===== config.mk =====
export PLATFORM = sky130hd
export DESIGN_NAME = ir_nec_transmitter
export DESIGN_NICKNAME = d
export VERILOG_FILES = /design/src/rtl/ir_nec_pkg.sv /design/src/rtl/ir_nec_transmitter_carrier.sv /design/src/rtl/ir_nec_transmitter.sv
export SDC_FILE = /design/constraint.sdc
export NUM_CORES = 1
export LEC_CHECK = 0
export CAP_MARGIN = 20
export CORE_ASPECT_RATIO = 0.9
export CORE_MARGIN = 1
export CORE_UTILIZATION = 50
export CTS_BUF_LIST = sky130_fd_sc_hd__clkbuf_4 sky130_fd_sc_hd__clkbuf_8
export CTS_CLUSTER_DIAMETER = 30
export DETAILED_ROUTE_END_ITERATION = 12
export GPL_TIMING_DRIVEN = 1
export PLACE_DENSITY = 0.69
export SLEW_MARGIN = 20
export SYNTH_ARGS = -nofsm -noshare
export SYNTH_HDL_FRONTEND = slang
export SYNTH_SLANG_ARGS = --single-unit

===== constraint.sdc =====
create_clock -name CLOCK_50 -period 5.8 [get_ports CLOCK_50]
set_input_delay 1.16 -clock CLOCK_50 [delete_from_list [all_inputs] [get_ports CLOCK_50]]
set_output_delay 1.16 -clock CLOCK_50 [all_outputs]
set_load 0.02 [all_outputs]

===== src/rtl/ir_nec_pkg.sv =====
// Package: ir_nec_pkg
// Shared NEC infrared protocol definitions, used by the transmitter and by the
// receiver decoder.
//   - state encoding (4-bit codes)
//   - frame timing in NEC units (one unit is 562.5 us)
//   - helpers: is_mark() and nec_word()
package ir_nec_pkg;

  typedef logic [3:0] ir_state_t;

  localparam ir_state_t S_IDLE       = 4'd0;
  localparam ir_state_t S_LEAD_MARK  = 4'd1;
  localparam ir_state_t S_LEAD_SPACE = 4'd2;
  localparam ir_state_t S_BIT_MARK   = 4'd3;
  localparam ir_state_t S_BIT_SPACE  = 4'd4;
  localparam ir_state_t S_STOP_MARK  = 4'd5;
  localparam ir_state_t S_GAP        = 4'd6;
  localparam ir_state_t S_REP_MARK   = 4'd7;
  localparam ir_state_t S_REP_SPACE  = 4'd8;
  localparam ir_state_t S_REP_STOP   = 4'd9;
  localparam ir_state_t S_REP_GAP    = 4'd10;

  localparam int LEAD_MARK_U  = 16;
  localparam int LEAD_SPACE_U = 8;
  localparam int BIT_U        = 1;
  localparam int ONE_SPACE_U  = 3;
  localparam int REP_SPACE_U  = 4;
  localparam int NEC_BITS     = 32;

  // A mark is a state in which the carrier is emitted.
  function automatic logic is_mark(input ir_state_t s);
    return (s == S_LEAD_MARK) || (s == S_BIT_MARK) || (s == S_STOP_MARK) ||
           (s == S_REP_MARK)  || (s == S_REP_STOP);
  endfunction

  // Word on the wire, LSB first: address, ~address, command, ~command.
  function automatic logic [31:0] nec_word(input logic [7:0] addr, input logic [7:0] cmd);
    return {~cmd, cmd, ~addr, addr};
  endfunction

endpackage


===== src/rtl/ir_nec_transmitter_carrier.sv =====
// Module: ir_carrier_gen
// Carrier generator with a 50% duty cycle. The carrier toggles every
// CARRIER_HALF clocks. A synchronous clear restarts the phase with carrier=1,
// so that each mark begins with the output high.
//   clk     in  system clock
//   reset   in  synchronous, active-high
//   clear   in  restart the phase; carrier is 1 after this edge
//   carrier out registered carrier square wave
module ir_carrier_gen #(
  parameter int CARRIER_HALF = 658
) (
  input  logic clk,
  input  logic reset,
  input  logic clear,
  output logic carrier
);
  localparam int CW = (CARRIER_HALF > 1) ? $clog2(CARRIER_HALF) : 1;
  localparam logic [CW-1:0] HALF_LAST = CW'(CARRIER_HALF - 1);

  logic [CW-1:0] phase;

  always_ff @(posedge clk) begin
    if (reset) begin
      phase   <= '0;
      carrier <= 1'b0;
    end else if (clear) begin
      phase   <= '0;
      carrier <= 1'b1;
    end else if (phase == HALF_LAST) begin
      phase   <= '0;
      carrier <= ~carrier;
    end else begin
      phase <= phase + 1'b1;
    end
  end
endmodule


===== src/rtl/ir_nec_transmitter.sv =====
// Module: ir_nec_transmitter
// NEC infrared transmitter. It sends one frame {~cmd, cmd, ~addr, addr},
// LSB first, with a modulated carrier on IRDA_TXD.
//   CLOCK_50    in   system clock
//   reset       in   synchronous, active-high
//   start       in   request; accepted only while busy=0
//   address     in   [7:0] latched on an accepted start
//   command     in   [7:0] latched on an accepted start
//   send_hold   in   (IR_REPEAT_EN only) keep sending repeat frames
//   busy        out  frame period in progress
//   done        out  one-cycle pulse on the last cycle of the final period
//   IRDA_TXD    out  ir_envelope & carrier
//   ir_envelope out  unmodulated mark envelope
//   state_dbg   out  [3:0] current FSM state
// Optional macro IR_REPEAT_EN adds NEC repeat frames driven by send_hold.
//
// Handshake: start is taken on a rising edge only when busy=0. The next cycle
// shows busy=1. While busy=1, start is ignored and nothing is queued. This
// includes the done cycle, because busy is still high then.
module ir_nec_transmitter
  import ir_nec_pkg::*;
#(
  parameter int UNIT_CYCLES  = 28125,
  parameter int CARRIER_HALF = 658,
  parameter int FRAME_UNITS  = 192
) (
  input  logic       CLOCK_50,
  input  logic       reset,
  input  logic       start,
  input  logic [7:0] address,
  input  logic [7:0] command,
`ifdef IR_REPEAT_EN
  input  logic       send_hold,
`endif
  output logic       busy,
  output logic       done,
  output logic       IRDA_TXD,
  output logic       ir_envelope,
  output logic [3:0] state_dbg
);
  localparam int UW = (UNIT_CYCLES > 1) ? $clog2(UNIT_CYCLES) : 1;
  localparam logic [UW-1:0] UNIT_LAST  = UW'(UNIT_CYCLES - 1);
  localparam logic [7:0]    FRAME_LAST = 8'(FRAME_UNITS - 1);
  localparam logic [5:0]    LAST_BIT   = 6'(NEC_BITS - 1);

  ir_state_t     state, state_nx;
  logic [UW-1:0] unit_cnt;
  logic [4:0]    state_units;   // units already spent in the current state
  logic [7:0]    frame_units;   // units since the current period's leader
  logic [5:0]    bit_cnt;
  logic [31:0]   shreg;
  logic [4:0]    dur_last;
  logic          unit_last, seg_end, gap_end, adv, hold_req, carrier;

`ifdef IR_REPEAT_EN
  assign hold_req = send_hold;
`else
  assign hold_req = 1'b0;
`endif

  assign unit_last = (unit_cnt == UNIT_LAST);
  assign seg_end   = unit_last && (state_units == dur_last);
  // The gap length is not fixed. The gap ends when the whole period has elapsed.
  assign gap_end   = (state == S_GAP || state == S_REP_GAP) && unit_last &&
                     (frame_units == FRAME_LAST);
  assign done      = gap_end && !hold_req;
  assign state_dbg = state;
  assign IRDA_TXD  = ir_envelope & carrier;

  always_comb begin
    dur_last = 5'd0;
    case (state)
      S_LEAD_MARK:  dur_last = 5'(LEAD_MARK_U - 1);
      S_LEAD_SPACE: dur_last = 5'(LEAD_SPACE_U - 1);
      S_BIT_SPACE:  dur_last = shreg[0] ? 5'(ONE_SPACE_U - 1) : 5'(BIT_U - 1);
`ifdef IR_REPEAT_EN
      S_REP_MARK:   dur_last = 5'(LEAD_MARK_U - 1);
      S_REP_SPACE:  dur_last = 5'(REP_SPACE_U - 1);
`endif
      default:      dur_last = 5'(BIT_U - 1);
    endcase
  end

  always_comb begin
    state_nx = state;
    case (state)
      S_IDLE:       if (start)   state_nx = S_LEAD_MARK;
      S_LEAD_MARK:  if (seg_end) state_nx = S_LEAD_SPACE;
      S_LEAD_SPACE: if (seg_end) state_nx = S_BIT_MARK;
      S_BIT_MARK:   if (seg_end) state_nx = S_BIT_SPACE;
      S_BIT_SPACE:  if (seg_end) state_nx = (bit_cnt == LAST_BIT) ? S_STOP_MARK : S_BIT_MARK;
      S_STOP_MARK:  if (seg_end) state_nx = S_GAP;
`ifdef IR_REPEAT_EN
      S_GAP:        if (gap_end) state_nx = hold_req ? S_REP_MARK : S_IDLE;
      S_REP_MARK:   if (seg_end) state_nx = S_REP_SPACE;
      S_REP_SPACE:  if (seg_end) state_nx = S_REP_STOP;
      S_REP_STOP:   if (seg_end) state_nx = S_REP_GAP;
      S_REP_GAP:    if (gap_end) state_nx = hold_req ? S_REP_MARK : S_IDLE;
`else
      S_GAP:        if (gap_end) state_nx = S_IDLE;
`endif
      default:      state_nx = S_IDLE;
    endcase
  end

  // Every transition out of a busy state changes the state code.
  assign adv = (state != S_IDLE) && (state_nx != state);

  always_ff @(posedge CLOCK_50) begin
    if (reset) begin
      state       <= S_IDLE;
      unit_cnt    <= '0;
      state_units <= '0;
      frame_units <= '0;
      bit_cnt     <= '0;
      shreg       <= '0;
      busy        <= 1'b0;
      ir_envelope <= 1'b0;
    end else begin
      state       <= state_nx;
      ir_envelope <= is_mark(state_nx);
      if (state == S_IDLE) begin
        if (start) begin
          shreg       <= nec_word(address, command);
          bit_cnt     <= '0;
          unit_cnt    <= '0;
          state_units <= '0;
          frame_units <= '0;
          busy        <= 1'b1;
        end
      end else begin
        if (unit_last) begin
          unit_cnt    <= '0;
          state_units <= adv ? 5'd0 : state_units + 1'b1;
          // A repeat period measures its length from its own leader mark.
          frame_units <= (adv && state_nx == S_REP_MARK) ? 8'd0 : frame_units + 1'b1;
        end else begin
          unit_cnt <= unit_cnt + 1'b1;
        end
        if (adv && state == S_BIT_SPACE) begin
          shreg   <= shreg >> 1;
          bit_cnt <= bit_cnt + 1'b1;
        end
        if (adv && state_nx == S_IDLE) busy <= 1'b0;
      end
    end
  end

  // Restart the carrier phase on entry to each mark. Every mark follows a non-mark.
  ir_carrier_gen #(.CARRIER_HALF(CARRIER_HALF)) u_carrier (
    .clk     (CLOCK_50),
    .reset   (reset),
    .clear   (is_mark(state_nx) && !is_mark(state)),
    .carrier (carrier)
  );

endmodule

==> reports/metrics.csv <==
metric,value,unit
Setup WS post-layout,1.98,ns
number of iterations in the first detailed-routing pass,4,
final setup vio count,0,
ANT cells,0,
#FFs+latches synth,83,
worst slack at placement,2.26,ns
GR Util All Layers,0.209,
CP peak stage delay,0.66,ns
H-tree lvl count,3,
# Post-CTS Setup Buffers,0,
DP Wirelength,5.59,mm
share of cells above drive strength 1,0.0584,
"Seq/Total Area, Yosys",0.395,
clock sink total,83,
Ys Warns,0,
# hold bufs at CTS,0,
run status,finished clean,
P_leak,1.64,nW
RSZ-0062 raised after global routing,false,
Post-CTS Resized,0,
final instance area,0.00468,mm²
critical path capture point type,output pin,
Layout Skew,0.0117,ns
largest net degree at the start of global routing,64,
Final min period,3.82,ns
CP endpoint,done,
slowest CP cell,clkdlybuf4s50_1,
first-pass GRT wire length,14.9,mm
DR WL/cell,13.6,µm
R2R setup slack,2.51,ns
CTS Buf Count,9,
Avg Synthesized Cell Area,8.14,µm²
CTS Root Cell,clkbuf_8,
"leading cell type in the layout, fill and taps excluded",nor2_1,
Worst EP required,4.64,ns
clk buf depth,2,
IO Pins,27,
Worst Tran Pin Value,0.978,ns
WP data arrival,2.66,ns
Crit Path Category,reg -> out,
CP Depth,7,
vias in the first global route,3287,
CTS tree,built,
DRT antenna net count,0,
Synthesized Nets,543,
Vias per Instance,5.73,
Worst Path Buf+Inv,2,
"CTS clk-pin slew, worst paths",0.08,ns
Post-Syn Area,0.00421,mm²
synth unique cells,61,
Final Hold Violating Endpoints,0,
Die Area,0.00879,mm²
GP Congestion,0.837,
startpoint types,flop,
Die Span Y,89.1,µm
Max transition margin,0.348,
"commonest cells after routing, fill and taps aside","nor2_1, dfxtp_1, nand2_1",
nets@finish,552,
initial DRC count,169,
P per Cell Area,246,mW/mm²
"IR drop worst, VDD",0.154,mV
Post-Synthesis Cells,517,
Max Slew Vio Count,0,
worst-skew pair later-pin latency,0.36,ns
vias,3611,
Main synth FF type,dfxtp_1,
fmax,0.262,GHz
dpl cells,614,
final global-route overflow total,0,
total detailed-routing wirelength,8.54,mm
critical-path maximum fanout,8,
asr flop ratio synth,0,
TNS Setup,0,ns
worst r2r dst,shreg[28],
area of the core,0.00811,mm²
Tcrit/Tclk final,0.659,
"EDFF count, synth",0,
Area Growth Syn to Fin,11.1,%
placed inst area,0.00447,mm²
residual DRC count,0,
FP Rows,31,
hold slack,0.481,ns
Post-Layout Cell Count,630,
starting density of the core,0.519,
min-delay src,shreg[5],
PortBufs,26,
reg2reg start,state_dbg[2],
initial antenna violation count,0,
crit path from,unit_cnt[0],
path depth of the worst reg2reg path,7,
max_cap viols,0,
worst path cell trace,inv_1 > ha_1 > nand4bb_4 > nor4_4 > nand3_1 > a211oi_1 > clkdlybuf4s50_1,
"CP delay by family, top",simple AND/OR/NAND/NOR gates,
Die W,98.7,µm
Worst Hold Class,reg -> reg,
[stage by stage]
step,util,power (mW)
after floorplan,-,0.698
after global placement,0.551,0.728
after detailed placement,0.551,0.731
after CTS,0.577,1.16
after global routing,0.577,1.21
final,0.577,1.15
[per-layer routing]
metal | wire (µm) | global-route usage | vias to the layer above
met5 | 0 | 0 | -
met4 | 82 | 0.0407 | 0
met3 | 308 | 0.0555 | 8
met2 | 3870 | 0.355 | 56
met1 | 4280 | 0.271 | 1680
li1 | - | - | 1867
[worst min-delay path by stage]
stage / to / slack, ns / depth (start not counted)
floorplan: u_carrier.phase[0] / 0.44 / 1
global placement: bit_cnt[5] / 0.46 / 2
detailed placement: shreg[20] / 0.47 / 2
CTS: shreg[20] / 0.48 / 2
global route: shreg[4] / 0.50 / 2
finish: shreg[4] / 0.48 / 2
[cells by family (layout without fill, tap and decap cells)]
| family | after synthesis | after routing | synth area share |
|---|---|---|---|
| buffers and inverters | 40 | 54 | 0.0422 |
| and+or+nand+nor | 230 | 230 | 0.265 |
| adders and majority gates | 7 | 7 | 0.0208 |
| DFF | 83 | 83 | 0.395 |
| other | 1 | 1 | 0.000891 |
| xor gates and xnor gates | 14 | 14 | 0.0291 |
| AOI/OAI and AO/OA | 126 | 126 | 0.209 |
| muxes | 16 | 16 | 0.0380 |
[cell type report]
class | instances | area, µm²
Clock buffer | 11 | 151
Clock inverter | 5 | 60.1
Fill cell | 754 | 3430
Inverter | 10 | 37.5
Multi-Input combinational cell | 394 | 2370
Sequential cell | 83 | 1660
Tap cell | 99 | 124
Timing Repair Buffer | 28 | 270
[state kept, by name, indices dropped and copies added, names as in the netlist]
register,flops
unit_cnt,15
busy,1
ir_envelope,1
state_units,5
state_dbg,4
shreg,32
bit_cnt,6
frame_units,8
u_carrier.carrier,1
u_carrier.phase,10
[cell usage after synthesis, types with 2 or more instances]
| cell type | n | area share |
|---|---|---|
| o21ai_0 | 25 | 0.030 |
| nor3_1 | 8 | 0.0095 |
| nor4_4 | 3 | 0.015 |
| o21a_1 | 17 | 0.030 |
| clkbuf_1 | 16 | 0.014 |
| mux2i_1 | 16 | 0.038 |
| nand4_1 | 2 | 0.0030 |
| inv_1 | 10 | 0.0089 |
| nor2_1 | 85 | 0.076 |
| xnor2_1 | 3 | 0.0062 |
| o211ai_1 | 3 | 0.0053 |
| and3_1 | 8 | 0.012 |
| buf_2 | 10 | 0.012 |
| o31a_1 | 2 | 0.0042 |
| nor3b_1 | 2 | 0.0036 |
| a311oi_1 | 19 | 0.040 |
| nand3b_1 | 6 | 0.011 |
| nand2b_1 | 9 | 0.013 |
| xor2_1 | 11 | 0.023 |
| nand2_1 | 66 | 0.059 |
| o41ai_1 | 2 | 0.0042 |
| o31ai_1 | 2 | 0.0036 |
| dfxtp_1 | 83 | 0.39 |
| a22oi_1 | 5 | 0.0089 |
| or3_1 | 6 | 0.0089 |
| nand3_1 | 17 | 0.020 |
| nor4_1 | 6 | 0.0089 |
| buf_4 | 2 | 0.0036 |
| o2111a_1 | 2 | 0.0053 |
| or4_1 | 3 | 0.0053 |
| a211oi_1 | 3 | 0.0053 |
| a31oi_1 | 3 | 0.0045 |
| a21oi_1 | 28 | 0.033 |
| ha_1 | 7 | 0.021 |
[tightest hold or removal path: cells and delay by family (launching register included)]
family | cells | cell delay [ns]
AOI/OAI and AO/OA | 1 | 0.07
and+or+nand+nor | 1 | 0.05
DFF | 1 | 0.31
[power by group]
group / leakage, nW / internal [mW] / total, mW / switching, mW
clock: 0.106 / 0.224 / 0.433 / 0.209
combinational: 0.857 / 0.0498 / 0.115 / 0.0652
sequential: 0.674 / 0.587 / 0.602 / 0.0145
total: 1.64 / 0.861 / 1.15 / 0.289
Note: power is estimated with default switching activity, not from simulation.
